$ cat config.mk
export PLATFORM = sky130hd
export DESIGN_NAME = ihex_stream_loader
export DESIGN_NICKNAME = d
export VERILOG_FILES = /design/src/rtl/ihex_stream_loader.sv
export SDC_FILE = /design/constraint.sdc
export NUM_CORES = 1
export LEC_CHECK = 0
export ABC_AREA = 1
export BUFFER_PORTS_ARGS = -buffer_cell sky130_fd_sc_hd__buf_2
export CAP_MARGIN = 15
export CORE_ASPECT_RATIO = 0.5
export CORE_MARGIN = 2
export CORE_UTILIZATION = 60
export CTS_CLUSTER_DIAMETER = 40
export DETAILED_ROUTE_END_ITERATION = 10
export PLACE_DENSITY = 0.84
export SETUP_SLACK_MARGIN = 0.05
export SLEW_MARGIN = 0
export SYNTH_ARGS = -nofsm -noshare
export SYNTH_HDL_FRONTEND = slang
export SYNTH_SLANG_ARGS = --single-unit
$ cat constraint.sdc
create_clock -name clk_74a -period 2.59 [get_ports clk_74a]
set_input_delay 0.259 -clock clk_74a [delete_from_list [all_inputs] [get_ports clk_74a]]
set_output_delay 0.259 -clock clk_74a [all_outputs]
set_load 0.05 [all_outputs]
$ cat src/rtl/ihex_stream_loader.sv
// Intel HEX stream parser writing packed, byte-masked words to a target memory.
// Define IHEX_CHECKSUM_EN to verify each record's 8-bit checksum.
module ihex_stream_loader #(
  parameter int ADDR_WIDTH = 15,
  parameter int WORD_BYTES = 1
) (
  input  logic                                       clk_74a,
  input  logic                                       reset_n,
  input  logic                                       in_valid,
  input  logic [7:0]                                 in_data,
  output logic                                       write_en,
  output logic [ADDR_WIDTH-$clog2(WORD_BYTES)-1:0]   write_addr,
  output logic [8*WORD_BYTES-1:0]                    write_data,
  output logic [WORD_BYTES-1:0]                      write_mask,
  output logic                                       done,
  output logic                                       error,
  output logic [15:0]                                record_count
);

  localparam int LOG2 = $clog2(WORD_BYTES);
  localparam int LW   = (LOG2 == 0) ? 1 : LOG2;
  localparam int WA   = ADDR_WIDTH - LOG2;

  typedef enum logic [2:0] {
    IDLE, LEN, OFFS, TYPE, DATA, CSUM, HALT
  } state_t;

  state_t state, state_n;

  logic [1:0]              nib;
  logic [3:0]              hi;
  logic [7:0]              len, rtype, idx;
  logic [15:0]             offs, data16;
  logic [31:0]             base;
  logic [8*WORD_BYTES-1:0] acc, acc_n;
  logic [WORD_BYTES-1:0]   mask, sel;
  logic [WA-1:0]           pend;

  logic                    hv;
  logic [3:0]              nv;
  logic [7:0]              bval;
  logic                    in_rec, colon, bad, step;
  logic [ADDR_WIDTH-1:0]   ba;
  logic [LW-1:0]           lane;
  logic                    csum_ok;

  always_comb begin
    hv = 1'b1;
    nv = 4'h0;
    unique case (1'b1)
      (in_data >= 8'h30 && in_data <= 8'h39): nv = in_data[3:0];
      (in_data >= 8'h41 && in_data <= 8'h46): nv = in_data[3:0] + 4'd9;
      (in_data >= 8'h61 && in_data <= 8'h66): nv = in_data[3:0] + 4'd9;
      default: hv = 1'b0;
    endcase
  end

  assign bval   = {hi, nv};
  assign in_rec = state inside {LEN, OFFS, TYPE, DATA, CSUM};
  assign colon  = in_valid && state == IDLE && in_data == 8'h3A;
  assign bad    = in_valid && in_rec && !hv;
  assign step   = in_valid && in_rec && hv;

  // Offset wraps within 16 bits before the base is added.
  assign ba   = ADDR_WIDTH'(base + {16'h0, offs + {8'h0, idx}});
  assign lane = ba[LW-1:0];

  always_comb begin
    acc_n = acc;
    for (int k = 0; k < WORD_BYTES; k++) begin
      sel[k] = (LOG2 == 0) || (lane == LW'(k));
      if (sel[k]) acc_n[8*k +: 8] = bval;
    end
  end

`ifdef IHEX_CHECKSUM_EN
  logic [7:0] csum;

  always_ff @(posedge clk_74a or negedge reset_n) begin
    if (!reset_n) begin
      csum <= 8'h00;
    end else if (colon) begin
      csum <= 8'h00;
    end else if (step && nib[0]) begin
      csum <= csum + bval;
    end
  end

  assign csum_ok = (8'(csum + bval) == 8'h00);
`else
  assign csum_ok = 1'b1;
`endif

  always_ff @(posedge clk_74a or negedge reset_n) begin
    if (!reset_n) state <= IDLE;
    else          state <= state_n;
  end

  always_comb begin
    state_n = state;
    if (in_valid) begin
      unique case (state)
        IDLE: if (in_data == 8'h3A) state_n = LEN;
        HALT: state_n = HALT;
        LEN:  if (!hv) state_n = IDLE;
              else if (nib[0]) state_n = OFFS;
        OFFS: if (!hv) state_n = IDLE;
              else if (nib == 2'd3) state_n = TYPE;
        TYPE: if (!hv) state_n = IDLE;
              else if (nib[0]) state_n = (len == 8'h00) ? CSUM : DATA;
        DATA: if (!hv) state_n = IDLE;
              else if (nib[0] && idx + 8'd1 == len) state_n = CSUM;
        CSUM: if (!hv) state_n = IDLE;
              else if (nib[0]) state_n = (rtype == 8'h01) ? HALT : IDLE;
      endcase
    end
  end

  always_ff @(posedge clk_74a or negedge reset_n) begin
    if (!reset_n) begin
      write_en     <= 1'b0;
      write_addr   <= '0;
      write_data   <= '0;
      write_mask   <= '0;
      done         <= 1'b0;
      error        <= 1'b0;
      record_count <= 16'h0;
      nib          <= 2'd0;
      hi           <= 4'h0;
      len          <= 8'h0;
      rtype        <= 8'h0;
      idx          <= 8'h0;
      offs         <= 16'h0;
      data16       <= 16'h0;
      base         <= 32'h0;
      acc          <= '0;
      mask         <= '0;
      pend         <= '0;
    end else begin
      write_en <= 1'b0;
      if (colon) begin
        nib <= 2'd0;
        idx <= 8'h0;
      end else if (bad) begin
        error <= 1'b1;
        acc   <= '0;
        mask  <= '0;
      end else if (step) begin
        nib <= (nib[0] && state != OFFS) ? 2'd0 : nib + 2'd1;
        hi  <= nv;
        if (state == LEN && nib[0]) len <= bval;
        if (state == OFFS) offs <= {offs[11:0], nv};
        if (state == TYPE && nib[0]) begin
          rtype <= bval;
          idx   <= 8'h0;
        end
        if (state == DATA && nib[0]) begin
          data16 <= {data16[7:0], bval};
          idx    <= idx + 8'd1;
          if (rtype == 8'h00) begin
            if (sel[WORD_BYTES-1]) begin
              write_en   <= 1'b1;
              write_addr <= ba[ADDR_WIDTH-1:LOG2];
              write_data <= acc_n;
              write_mask <= mask | sel;
              acc        <= '0;
              mask       <= '0;
            end else begin
              acc  <= acc_n;
              mask <= mask | sel;
              pend <= ba[ADDR_WIDTH-1:LOG2];
            end
          end
        end
        if (state == CSUM && nib[0]) begin
          record_count <= record_count + 16'd1;
          if (mask != '0) begin
            write_en   <= 1'b1;
            write_addr <= pend;
            write_data <= acc;
            write_mask <= mask;
            acc        <= '0;
            mask       <= '0;
          end
          if (!csum_ok) error <= 1'b1;
          if (rtype == 8'h01) done <= 1'b1;
          if (rtype == 8'h02 || rtype == 8'h04) begin
            if (len != 8'h02) error <= 1'b1;
            else if (csum_ok && rtype == 8'h02) base <= {12'h0, data16, 4'h0};
            else if (csum_ok) base <= {data16, 16'h0};
          end
        end
      end
    end
  end

endmodule

[Yosys cells after proc, flatten, opt, wreduce, memory -nomap -nowiden]
Cells that the tools add are included.
Operators by class
  muxes and demuxes: 62
  add/sub/neg operators: 6
  order comparisons: 6
  bitwise gates (word level): 3
  equality and inequality tests: 21
  reduce and logical (&&, ||, !) cells: 41
Operators by type and width (number)
  2-to-1 mux 8 bit: 15
  2-to-1 mux 15 bit: 5
  2-to-1 mux 3 bit: 12
  2-to-1 mux 1 bit: 24
  one-hot mux 3 bit (7 select lines): 1
  AND reduction 4 bit: 5
  adder 16 x 1 -> 16 bit (second input constant): 1
  >= comparator 8 x 7 -> 1 bit (second input constant): 2
  less-or-equal comparator 8 x 7 -> 1 bit (second input constant): 2
  zero test 8 bit: 2
  adder 15 bit: 1
  adder 15 x 8 -> 15 bit: 1
  logical AND 1 bit: 14
  AND reduction 5 bit: 2
  nonzero test 2 bit: 5
  == test 3 bit (second input constant): 3
  != test 3 x 2 -> 1 bit (second input constant): 3
  != test 3 bit (second input constant): 3
  adder 8 x 1 -> 8 bit (second input constant): 1
  == test 8 x 1 -> 1 bit (second input constant): 1
  == test 8 x 2 -> 1 bit (second input constant): 1
  == test 8 x 3 -> 1 bit (second input constant): 1
  == test 8 x 6 -> 1 bit (second input constant): 1
  == test 8 bit: 1
  24 further kinds: 32
Word-level totals
  bits in registers: 126
  input port bits: 11
  word-level logic and storage cells: 157

[Longest topological paths before layout]
  depth after elaboration: 8
  gate-level depth with buffers: 14

[Least setup slack after synthesis]
Ideal clock, no wire load.
  path type: reg2reg
  start point: register idx[4]
  end point: register write_addr[9]
  setup slack: 0.378 ns
  cell stages (with the launch flop): 11
  data arrival time: 2.083 ns
  buffers on the path: 0
  required time: 2.461 ns
  path through: dfrtp_1 -> inv_1 -> fa_1 -> inv_1 -> ha_1 -> nand2_1 -> o21ai_0 -> nand2_1 -> nand3_1 -> nor3b_1 -> o21ai_0
Between the ends
  word-level cells in the longest chain between the ends: 6
Ends and longest elaborated chain
  start: declaration: line 32  | logic [7:0] len, rtype, idx;
  start signal: assignment: line 159  | idx <= idx + 8'd1;
  adder 15 x 8 -> 15 bit (*): line 65  | assign ba = ADDR_WIDTH'(base + {16'h0, offs + {8'h0, idx}});
  adder 15 bit (*): line 65
  2-to-1 mux 15 bit (*): line 160  | if (rtype == 8'h00) begin
  2-to-1 mux 15 bit (*): line 157  | if (state == DATA && nib[0]) begin
  2-to-1 mux 15 bit: line 177  | if (mask != '0) begin
  2-to-1 mux 15 bit (*): line 175  | if (state == CSUM && nib[0]) begin
  end signal: assignment: line 163  | write_addr <= ba[ADDR_WIDTH-1:LOG2];
  end signal: assignment: line 179  | write_addr <= pend;
  end: declaration: line 12  | output logic [ADDR_WIDTH-$clog2(WORD_BYTES)-1:0] write_addr,
Every way passes the cells marked *; elsewhere a longest branch is shown, timed or not.
A chain may end at the register's enable or synchronous reset.

[Final worst setup path]
  start point: register state[1]
  end point: register base[4]
Between the ends
  word-level cells in the longest chain between the ends: 6
  elaborated cells on any way between the ends: 16
  those cells by class: eq/ne: 5; bitwise: 2; reduce/logical: 9
Ends and longest elaborated chain
  start: declaration: line 28  | state_t state, state_n;
  start signal: assignment: line 96  | else state <= state_n;
  == test 3 x 1 -> 1 bit (tied with other cells): line 59  | assign in_rec = state inside {LEN, OFFS, TYPE, DATA, CSUM};
  nonzero test 5 bit: line 59
  logical AND 1 bit: line 61, 62
  logical AND 1 bit: line 61  | assign bad = in_valid && in_rec && !hv;
  NOT 1 bit (no line)
  AND reduction 6 bit (no line) (*)
  end signal: assignment: line 189  | else if (csum_ok && rtype == 8'h02) base <= {12'h0, data16, 4'h0};
  end signal: assignment: line 190  | else if (csum_ok) base <= {data16, 16'h0};
  end: declaration: line 34  | logic [31:0] base;
Marked as above.

==> results.cfg <==
[worst_setup_path]
setup.worst_path.end_class = register
reg2reg_to = base[4]$_DFFE_PN0P_
crit_arrival_ns = 2.67
cp-startpoint = state[1]$_DFFE_PN0P_
critPathLaunchType = register
worst-endpoint-required_ns = 2.90
endpoint = base[4]$_DFFE_PN0P_
reg2reg_depth = 10
critPathKind = reg -> reg
r2r_start = state[1]$_DFFE_PN0P_
cp_max_fo = 22
r2r_slack_ns = 0.23

[global_routing]
grt_pass1_wl_mm = 27.1
grt.total_usage_pct = 28.6
antenna_found_initial = 0
grt_max_degree = 47
grt_pass1_vias = 5535
grt-ovfl-total = 0

[synthesis]
synth_cells = 800
synth.area.top_cells = dfrtp_1, nand2_1, ha_1, inv_1, o21ai_0
synth_warnings = 0
synth_top_family_by_area = simple AND/OR/NAND/NOR gates
synth_cell_type_count = 46
synth_top_area_share_pct = 45.6
yosysTopAreaCell = dfrtp_1
synth-simple-area-share_pct = 26.8
synth_ff_type = dfrtp_1
yosysMostFrequentCell = nand2_1
avgSynthCellArea_um2 = 8.37
ys_top_cells_by_count = nand2_1, dfrtp_1, inv_1, nor2_1, o21ai_0
synth_edf_count = 0
synthMuxAreaShare_pct = 0.150
synth-compound-area-share_pct = 10.4
synthAdderAreaFrac_pct = 7.10
synth-seq-area-share_pct = 45.6
synth_area_um2 = 6700
synth_fp_nets = 846
async_reset_ff_share_pct = 100
synth_xor_area_share_pct = 3.40
ys_ff_latch = 122

[routing]
drcViolationCount = 0
drt_wl_total_mm = 16.3
num_vias = 5785
antenna_left = 0
drt_iter0_drc = 496
firstDrtPassIters = 7
wl_per_cell_um = 15.9
viasPerCell = 5.64

[sta]
worst_pin_slew_ns = 0.807
final-hold-violation-count = 0
fin_setup_tns_ns = 0
maxSlewHeadroom_pct = 46.0
max_freq_mhz = 424
period_share_pct = 91.1
finClkSkew_ns = 0.00925
drv_slew = 0
setup_violations = 0
rsz0062_at_grt = no
period_needed_ns = 2.36

[floorplan]
initial_utilization_pct = 61.2
core-area_um2 = 10900
num_rows = 27
dieArea_um2 = 12100
fp.dieH_um = 78.7
dieWidth_um = 153
ioPinCount = 54

[pwr]
internal-power_mw = 3.66
sw_frac_of_total_pct = 28.4
powerDensity_nw_per_um2 = 660
combPwrFrac_pct = 12.1
seqPwrFrac_pct = 42.2
peakVddDrop_mv = 0.415
fin_total_pwr_mw = 5.10
pwr-share-clk_pct = 45.7
p_switching_mw = 1.45
power.leakage_nw = 3.99

[clocking]
cts_tree = done
cts-root-buf = clkbuf_16
h-tree-depth = 4
clockBufferDepth = 2
worstSkewPairLatency_ns = 0.42
cts.sinks = 122
path_clk_slew_ns = 0.06
numCtsBuffers = 17
post_cts_buffers = 0

[layout]
instances_no_fill = 1025
utilization_pct = 70.7
diodes = 0
final_layout_size_suffix_gt1_share_pct = 16.8
area_growth_pct = 15.5
nets = 914
stdcell_area_um2 = 7730

[placed_design]
io_buffers = 53
hpwl_mm = 11.6
gp_congestion = 0.896
placed_cell_area_um2 = 7130
dp.cells = 993

[job]
cap_violations = 0

[status]
status = completed

[worst_hold_path]
holdCritPathClass = in -> reg
worst max-delay path: stages (launching register included):
cell and delay, ns:
dfrtp_1 0.57, nor2_1 0.11, nand2_2 0.11, nand3_2 0.15, inv_2 0.13, nand2_4 0.20
nor2_4 0.40, nand4_2 0.15, buf_4 0.24, nand2_1 0.10, o21ai_1 0.06
through the flow:
stage / worst slack [ns] / hold WS (ns)
4_1_cts: 0.158 / 0.358
3_3_place_gp: 0.267 / 0.302
2_1_floorplan: 0.378 / -0.0366
6_report: 0.229 / 0.377
3_5_place_dp: 0.199 / 0.315
5_1_grt: 0.0539 / 0.401
state kept, by name, summed over array words and instances, names as in the netlist:
signal        flops
acc               8
base             11
data16           11
done              1
error             1
hi                4
idx               8
len               8
mask              1
nib               2
offs             15
record_count     16
rtype             8
state             3
write_addr       15
write_data        8
write_en          1
write_mask        1
kinds of logic (layout without fill, tap and decap cells):
family | after synthesis | count (layout)
buffers and inverters | 101 | 181
muxes | 1 | 1
adders and majority gates | 35 | 35
and+or+nand+nor | 392 | 392
DFF | 122 | 122
AOI/OAI and AO/OA | 123 | 123
xor gates and xnor gates | 26 | 26
area by class of cell:
class | count | area (um^2)
Timing Repair Buffer | 65 | 373
Clock buffer | 20 | 457
Inverter | 85 | 329
Sequential cell | 122 | 3050
Multi-Input combinational cell | 577 | 3220
Tap cell | 145 | 181
Clock inverter | 11 | 121
Fill cell | 837 | 3210
power by group through the flow:
stage | Clock (mW) | Sequential (mW) | Combinational, mW
after floorplan | 0 | 2.20 | 0.380
after global placement | 0 | 2.18 | 0.580
after detailed placement | 0 | 2.19 | 0.604
after CTS | 2.34 | 2.15 | 0.611
after global routing | 2.43 | 2.17 | 0.692
final | 2.33 | 2.16 | 0.616
layer usage:
layer	up-vias	GRT usage (%)	wire length, um
li1	2758	-	-
met1	2784	39.2	7440
met2	210	46.6	7580
met3	33	5.73	977
met4	0	9.08	275
met5	-	0	0
timing repair:
| item | 4_1_cts | 5_1_grt |
|---|---|---|
| gates resized for setup | 0 | 2 |
| hold buffers | 1 | 0 |
| hold endpoints to repair | 43 | 0 |
| endpoints found under the setup margin | 0 | 2 |
worst min-delay path by stage:
stage	cells after the start	startpoint	slack (ns)	to
floorplan	0	reset_n	-0.04	acc[0]$_DFFE_PN0P_
global placement	1	reset_n	0.30	write_addr[9]$_DFFE_PN0P_
detailed placement	1	reset_n	0.32	write_addr[8]$_DFFE_PN0P_
CTS	4	in_valid	0.36	mask$_DFFE_PN0P_
global route	4	in_valid	0.40	acc[2]$_DFFE_PN0P_
finish	4	in_valid	0.38	acc[6]$_DFFE_PN0P_
cell usage in the layout, fill, tap and decap left out, drive strengths merged, types with 5 or more instances in the layout:
cell      n
o21ai    76
inv      85
ha       30
xor2     12
buf      64
o22ai    14
xnor2    14
nand3    44
a21oi    23
nor3      9
clkbuf   20
fa        5
nand2   239
nand4    18
clkinv    7
nor2     71
dfrtp   122
Power figures use the tool's default switching activity.
